==> config.mk <==
export PLATFORM = sky130hd
export DESIGN_NAME = fifo_write_arbiter
export DESIGN_NICKNAME = d
export VERILOG_FILES = /design/src/rtl/fifo_arb_pkg.sv /design/src/rtl/rr_priority_picker.sv /design/src/rtl/fifo_write_arbiter.sv
export SDC_FILE = /design/constraint.sdc
export NUM_CORES = 1
export LEC_CHECK = 0
export BUFFER_PORTS_ARGS = -buffer_cell sky130_fd_sc_hd__buf_2
export CORE_MARGIN = 1
export CORE_UTILIZATION = 41
export CTS_CLUSTER_DIAMETER = 200
export DETAILED_ROUTE_END_ITERATION = 16
export PLACE_DENSITY = 0.81
export RECOVER_POWER = 100
export SLEW_MARGIN = 10
export SYNTH_ARGS = -nofsm -noshare
export SYNTH_HDL_FRONTEND = slang
export SYNTH_SLANG_ARGS = --single-unit
==> constraint.sdc <==
create_clock -name i_clk -period 2.1 [get_ports i_clk]
set_input_delay 0.105 -clock i_clk [delete_from_list [all_inputs] [get_ports i_clk]]
set_output_delay 0.105 -clock i_clk [all_outputs]
set_load 0.02 [all_outputs]
==> src/rtl/fifo_arb_pkg.sv <==
// fifo_arb_pkg: shared state encoding and width helper for the FIFO write arbiter.
// No ports; imported by fifo_write_arbiter and rr_priority_picker users.
package fifo_arb_pkg;

  localparam logic ST_IDLE   = 1'b0;
  localparam logic ST_LOCKED = 1'b1;

  typedef enum logic {
    S_IDLE   = ST_IDLE,
    S_LOCKED = ST_LOCKED
  } arb_state_e;

  // Width of a counter/index holding values 0..n-1, never less than 1.
  function automatic int cnt_w(input int n);
    return (n <= 1) ? 1 : $clog2(n);
  endfunction

endpackage

==> src/rtl/rr_priority_picker.sv <==
// rr_priority_picker: combinational round-robin search, first set req bit at or above ptr, wrapping.
// Ports: req_i (N), ptr_i (IDX_W) in; found_o, idx_o (IDX_W) out.
module rr_priority_picker #(
  parameter int N     = 4,
  parameter int IDX_W = 2
) (
  input  logic [N-1:0]     req_i,
  input  logic [IDX_W-1:0] ptr_i,
  output logic             found_o,
  output logic [IDX_W-1:0] idx_o
);

  localparam int SW = IDX_W + 1;

  logic [SW-1:0] sum;

  // Walk offsets from far to near so the nearest hit wins.
  always_comb begin
    found_o = 1'b0;
    idx_o   = '0;
    sum     = '0;
    for (int off = N - 1; off >= 0; off--) begin
      sum = SW'(ptr_i) + SW'(off);
      if (sum >= SW'(N)) sum = sum - SW'(N);
      if (req_i[sum[IDX_W-1:0]]) begin
        found_o = 1'b1;
        idx_o   = sum[IDX_W-1:0];
      end
    end
  end

endmodule

==> src/rtl/fifo_write_arbiter.sv <==
// fifo_write_arbiter: round-robin sharing of one FIFO write port with free-size credit flow control.
// Ports: i_clk, i_reset (sync, high); per-requester i_req_valid/_data/_last, o_req_ready;
// FIFO side o_w_data, o_w_data_stb, i_fifo_free_size; status o_grant_idx, o_busy.
// Option: FIFO_ARB_BURST_LOCK_EN enables multi-beat locked bursts; otherwise one beat per grant.
module fifo_write_arbiter
  import fifo_arb_pkg::*;
#(
  parameter int NUM_REQ    = 4,
  parameter int DATA_WIDTH = 16,
  parameter int FIFO_DEPTH = 8,
  parameter int MAX_BURST  = 4
) (
  input  logic                          i_clk,
  input  logic                          i_reset,
  input  logic [NUM_REQ-1:0]            i_req_valid,
  input  logic [NUM_REQ*DATA_WIDTH-1:0] i_req_data,
  input  logic [NUM_REQ-1:0]            i_req_last,
  output logic [NUM_REQ-1:0]            o_req_ready,
  output logic [DATA_WIDTH-1:0]         o_w_data,
  output logic                          o_w_data_stb,
  input  logic [$clog2(FIFO_DEPTH)-1:0] i_fifo_free_size,
  output logic [$clog2(NUM_REQ)-1:0]    o_grant_idx,
  output logic                          o_busy
);

  localparam int IDX_W = cnt_w(NUM_REQ);
  localparam int BC_W  = cnt_w(MAX_BURST + 1);
  localparam int FS_W  = $clog2(FIFO_DEPTH);

  arb_state_e state_q;

  logic [IDX_W-1:0]      rr_ptr_q;
  logic [IDX_W-1:0]      rr_ptr_d;
  logic [IDX_W-1:0]      owner_q;
  logic [IDX_W-1:0]      pick_idx;
  logic [BC_W-1:0]       beat_cnt_q;
  logic [BC_W-1:0]       beat_cnt_d;
  logic                  pick_found;
  logic                  room;
  logic                  accept;
  logic                  burst_end;
  logic [DATA_WIDTH-1:0] owner_data;

  rr_priority_picker #(
    .N     (NUM_REQ),
    .IDX_W (IDX_W)
  ) u_pick (
    .req_i   (i_req_valid),
    .ptr_i   (rr_ptr_q),
    .found_o (pick_found),
    .idx_o   (pick_idx)
  );

  always_comb begin
    // The FIFO count lags our registered strobe by one cycle,
    // so an in-flight word consumes one unit of free space.
    room = i_fifo_free_size > FS_W'(o_w_data_stb);
    o_req_ready = '0;
    if (state_q == S_LOCKED) o_req_ready[owner_q] = room;
    accept = (state_q == S_LOCKED) & room & i_req_valid[owner_q];
    owner_data = i_req_data[owner_q*DATA_WIDTH +: DATA_WIDTH];
    beat_cnt_d = beat_cnt_q + BC_W'(1);
    rr_ptr_d = (owner_q == IDX_W'(NUM_REQ - 1))
             ? '0 : owner_q + IDX_W'(1);
`ifdef FIFO_ARB_BURST_LOCK_EN
    burst_end = i_req_last[owner_q]
              | (beat_cnt_q == BC_W'(MAX_BURST - 1));
`else
    burst_end = 1'b1;
`endif
  end

`ifndef FIFO_ARB_BURST_LOCK_EN
  logic unused_last;
  assign unused_last = ^i_req_last;
`endif

  always_ff @(posedge i_clk) begin
    if (i_reset) begin
      state_q      <= S_IDLE;
      rr_ptr_q     <= '0;
      owner_q      <= '0;
      beat_cnt_q   <= '0;
      o_w_data     <= '0;
      o_w_data_stb <= 1'b0;
    end else begin
      o_w_data_stb <= accept;
      if (accept) o_w_data <= owner_data;
      unique case (state_q)
        S_IDLE: begin
          if (pick_found) begin
            owner_q    <= pick_idx;
            beat_cnt_q <= '0;
            state_q    <= S_LOCKED;
          end
        end
        S_LOCKED: begin
          if (accept) begin
            beat_cnt_q <= beat_cnt_d;
            if (burst_end) begin
              state_q  <= S_IDLE;
              rr_ptr_q <= rr_ptr_d;
            end
          end
        end
      endcase
    end
  end

  assign o_grant_idx = owner_q;
  assign o_busy      = (state_q == S_LOCKED);

endmodule

==> qor.csv <==
metric;value;unit
clock latency on the worst-skew pair;0.30;ns
routed via count divided by cell count;5.100;
Die X-Extent;60.52;um
combined area of all synthesized cells;1404;um^2
setup repair after global routing missed its margin;no;
achievable frequency;552.2;MHz
critical path type;reg -> reg;
post-DR wirelength/cell;12.25;um
Syn-to-layout area delta;35.65;%
maximum level of the CTS H-tree;1;
Slew HR;58.66;%
num rows;20;
internal power;730.4;uW
share of the clock period used by the worst path after layout;86.24;%
Max Cap Viol;0;
number of antenna violations at the first check in global routing;0;
total area of multi-input combinational cells;855.8;um^2
Post-CTS Setup Bufs;0;
number of vias in the routed layout;1326;
unique cell type count in the Yosys netlist;26;
result of the run;completed;
Final HPWL DP;2456;um
final setup violation count;0;
number of clock sinks;22;
gr usage total;16.87;%
final antenna diode count;0;
cell count after placement;256;
largest net degree at the start of global routing;24;
number of buffers created by CTS;3;
DIE HEIGHT;60.52;um
I/O pin total;101;
register clock-pin slew on the reported worst setup and hold paths;0.12;ns
count of endpoints failing hold in the final timing report;0;
vias in the first global route;1137;
share of the yosys chip area belonging to registers;31.37;%
antenna-violating nets left;0;
GRT Residual Overflow;0;
core footprint;3153;um^2
drt total wl;3185;um
HP Class;in -> reg;
Seq pwr share;44.9;%
mean instance size in the synthesized netlist;11.70;um^2
number of buffers added to fix hold violations after cts;0;
effective utilization at floorplan;44.52;%
first-pass GRT wire length;4616;um
number of detailed-route iterations in the first pass;4;
Syn Nets;202;
instance count of the mapped netlist;120;
fraction of final layout cells sized beyond drive strength 1;46.30;%
Yosys warning count;0;
net switching power;303.8;uW
count of input and output buffers;96;
portion of total power attributed to the clock network;22.0;%
final-report max-slew violation count;0;
Total Nets Final;299;
aggregate negative setup slack;0;ns
final instance count without filler cells;260;
total power per unit cell area;543.0;nW/um^2
flops & latches, synth;22;
final design utilization;60.40;%
CTS-repair resized insts;0;
clock tree buffer depth;2;
sw frac;29.37;%
clock root cell;clkbuf_4;
DR DRC count;0;
part of the power in combinational logic;33.1;%
crit path capture type;flip-flop;
clock period minus worst slack;1.811;ns
data required time of the critical path;2.29;ns
transition time at the pin with the least slew margin;0.6121;ns
FILL cells;275;
footprint of the flip-flops and latches;440.4;um^2
Arrival @ worst endpoint;2.00;ns
clock tree from TritonCTS;yes;
leakage power summed over all cells;0.9283;nW
maximum vdd drop;312.5;uV
global placement routability congestion;0.7459;
1st-iter DRT viols;38;
clock skew after layout;0.003206;ns
total die area;3662;um^2
type of element launching the critical path;flip-flop;
maximum net fanout on the critical path;20;
[path summary, 6_finish.rpt]
| path | from | end | slack [ns] | depth (start not counted) |
|---|---|---|---|---|
| hold / removal | i_req_valid[3] | o_grant_idx[1] | 0.17 | 3 |
| hold reg to reg | o_w_data[5] | o_w_data[5] | 0.51 | 2 |
| setup reg to reg | o_w_data_stb | o_w_data[4] | 0.29 | 6 |
| setup / recovery | o_w_data_stb | o_w_data[4] | 0.29 | 6 |
[power by group through the flow]
stage	sequential (mW)	clock, mW	combinational [mW]
after detailed placement	0.475	0	0.359
after global placement	0.474	0	0.352
after global routing	0.469	0.261	0.373
after CTS	0.465	0.241	0.360
after floorplan	0.508	0	0.203
final	0.465	0.227	0.342
[logic make-up after synthesis]
logic type / count (synthesis) / share of synthesized area (%)
AOI/OAI and AO/OA: 14 / 7.933
adders and majority gates: 5 / 4.456
buffers and inverters: 14 / 6.417
DFF: 22 / 31.37
muxes: 36 / 40.82
and+or+nand+nor: 29 / 9.002
[critical path: stages (launching register included)]
cell and delay [ns]:
dfxtp_1 0.33, ha_1 0.26, nor2_1 0.05, o311ai_0 0.52
buf_12 0.27, mux2i_1 0.22, nor2_1 0.05
[routing by layer]
layer	wire (um)	GRT usage, %	vias to the layer above	part of all wire, %
met3	364	3.838	2	11
met2	1512	31.08	84	47
met5	0	0	-	0
met4	24	5.844	0	0.75
li1	-	-	638	-
met1	1283	19.06	602	40
[cell usage in the layout, fill, tap and decap left out, types with 2 or more instances in the layout]
cell type   n
a21oi_1     5
nand2_1     2
buf_4       2
ha_1        5
mux2i_1    19
dfxtp_1    22
clkbuf_4    3
clkbuf_1   21
and2_1      4
inv_1       6
nor2_1     20
mux4_2     17
buf_2      75
[sequential cells by signal, summed over array words and instances (netlist names)]
register	cells
o_w_data	16
o_busy	1
o_w_data_stb	1
o_grant_idx	2
rr_ptr_q	2
[through the flow]
step | cell area (um^2) | total power [mW] | hold WS (ns) | worst slack [ns]
2_1_floorplan | 1404 | 0.7111 | 0.1741 | 0.3420
3_3_place_gp | 1914 | 0.8259 | 0.4707 | 0.5138
3_5_place_dp | 1914 | 0.8337 | 0.4792 | 0.4649
4_1_cts | 1951 | 1.067 | 0.1573 | 0.3054
5_1_grt | 1904 | 1.103 | 0.1679 | 0.1215
6_report | 1904 | 1.034 | 0.1702 | 0.2891
[final cells by class]
type / instances / area share [%]
multi-input combinational: 84 / 44.94
timing repair buffer: 100 / 25.95
sequential: 22 / 23.13
tap: 44 / 2.891
clock buffer: 4 / 1.905
inverter: 6 / 1.183
[cell usage after synthesis]
| cell | n | area (um^2) |
|---|---|---|
| o31a_1 | 1 | 8.760 |
| nand3b_1 | 1 | 7.510 |
| o221ai_1 | 1 | 8.760 |
| dfxtp_1 | 22 | 440.4 |
| a31oi_1 | 1 | 6.260 |
| buf_8 | 1 | 15.01 |
| o31ai_1 | 1 | 7.510 |
| a21oi_1 | 5 | 25.02 |
| o21a_1 | 1 | 7.510 |
| mux4_2 | 17 | 382.9 |
| o21ai_0 | 1 | 5.000 |
| nor2_1 | 20 | 75.07 |
| buf_2 | 2 | 10.01 |
| nand2b_1 | 1 | 6.260 |
| mux2i_1 | 19 | 190.2 |
| a22oi_1 | 1 | 7.510 |
| o41ai_1 | 1 | 8.760 |
| buf_12 | 1 | 20.02 |
| inv_1 | 6 | 22.52 |
| and2_1 | 4 | 25.02 |
| ha_1 | 5 | 62.56 |
| clkbuf_1 | 2 | 7.510 |
| nand2_1 | 2 | 7.510 |
| o311ai_4 | 1 | 26.28 |
| nor3_1 | 1 | 5.000 |
| buf_4 | 2 | 15.01 |
(Power assumes the default switching activity.)
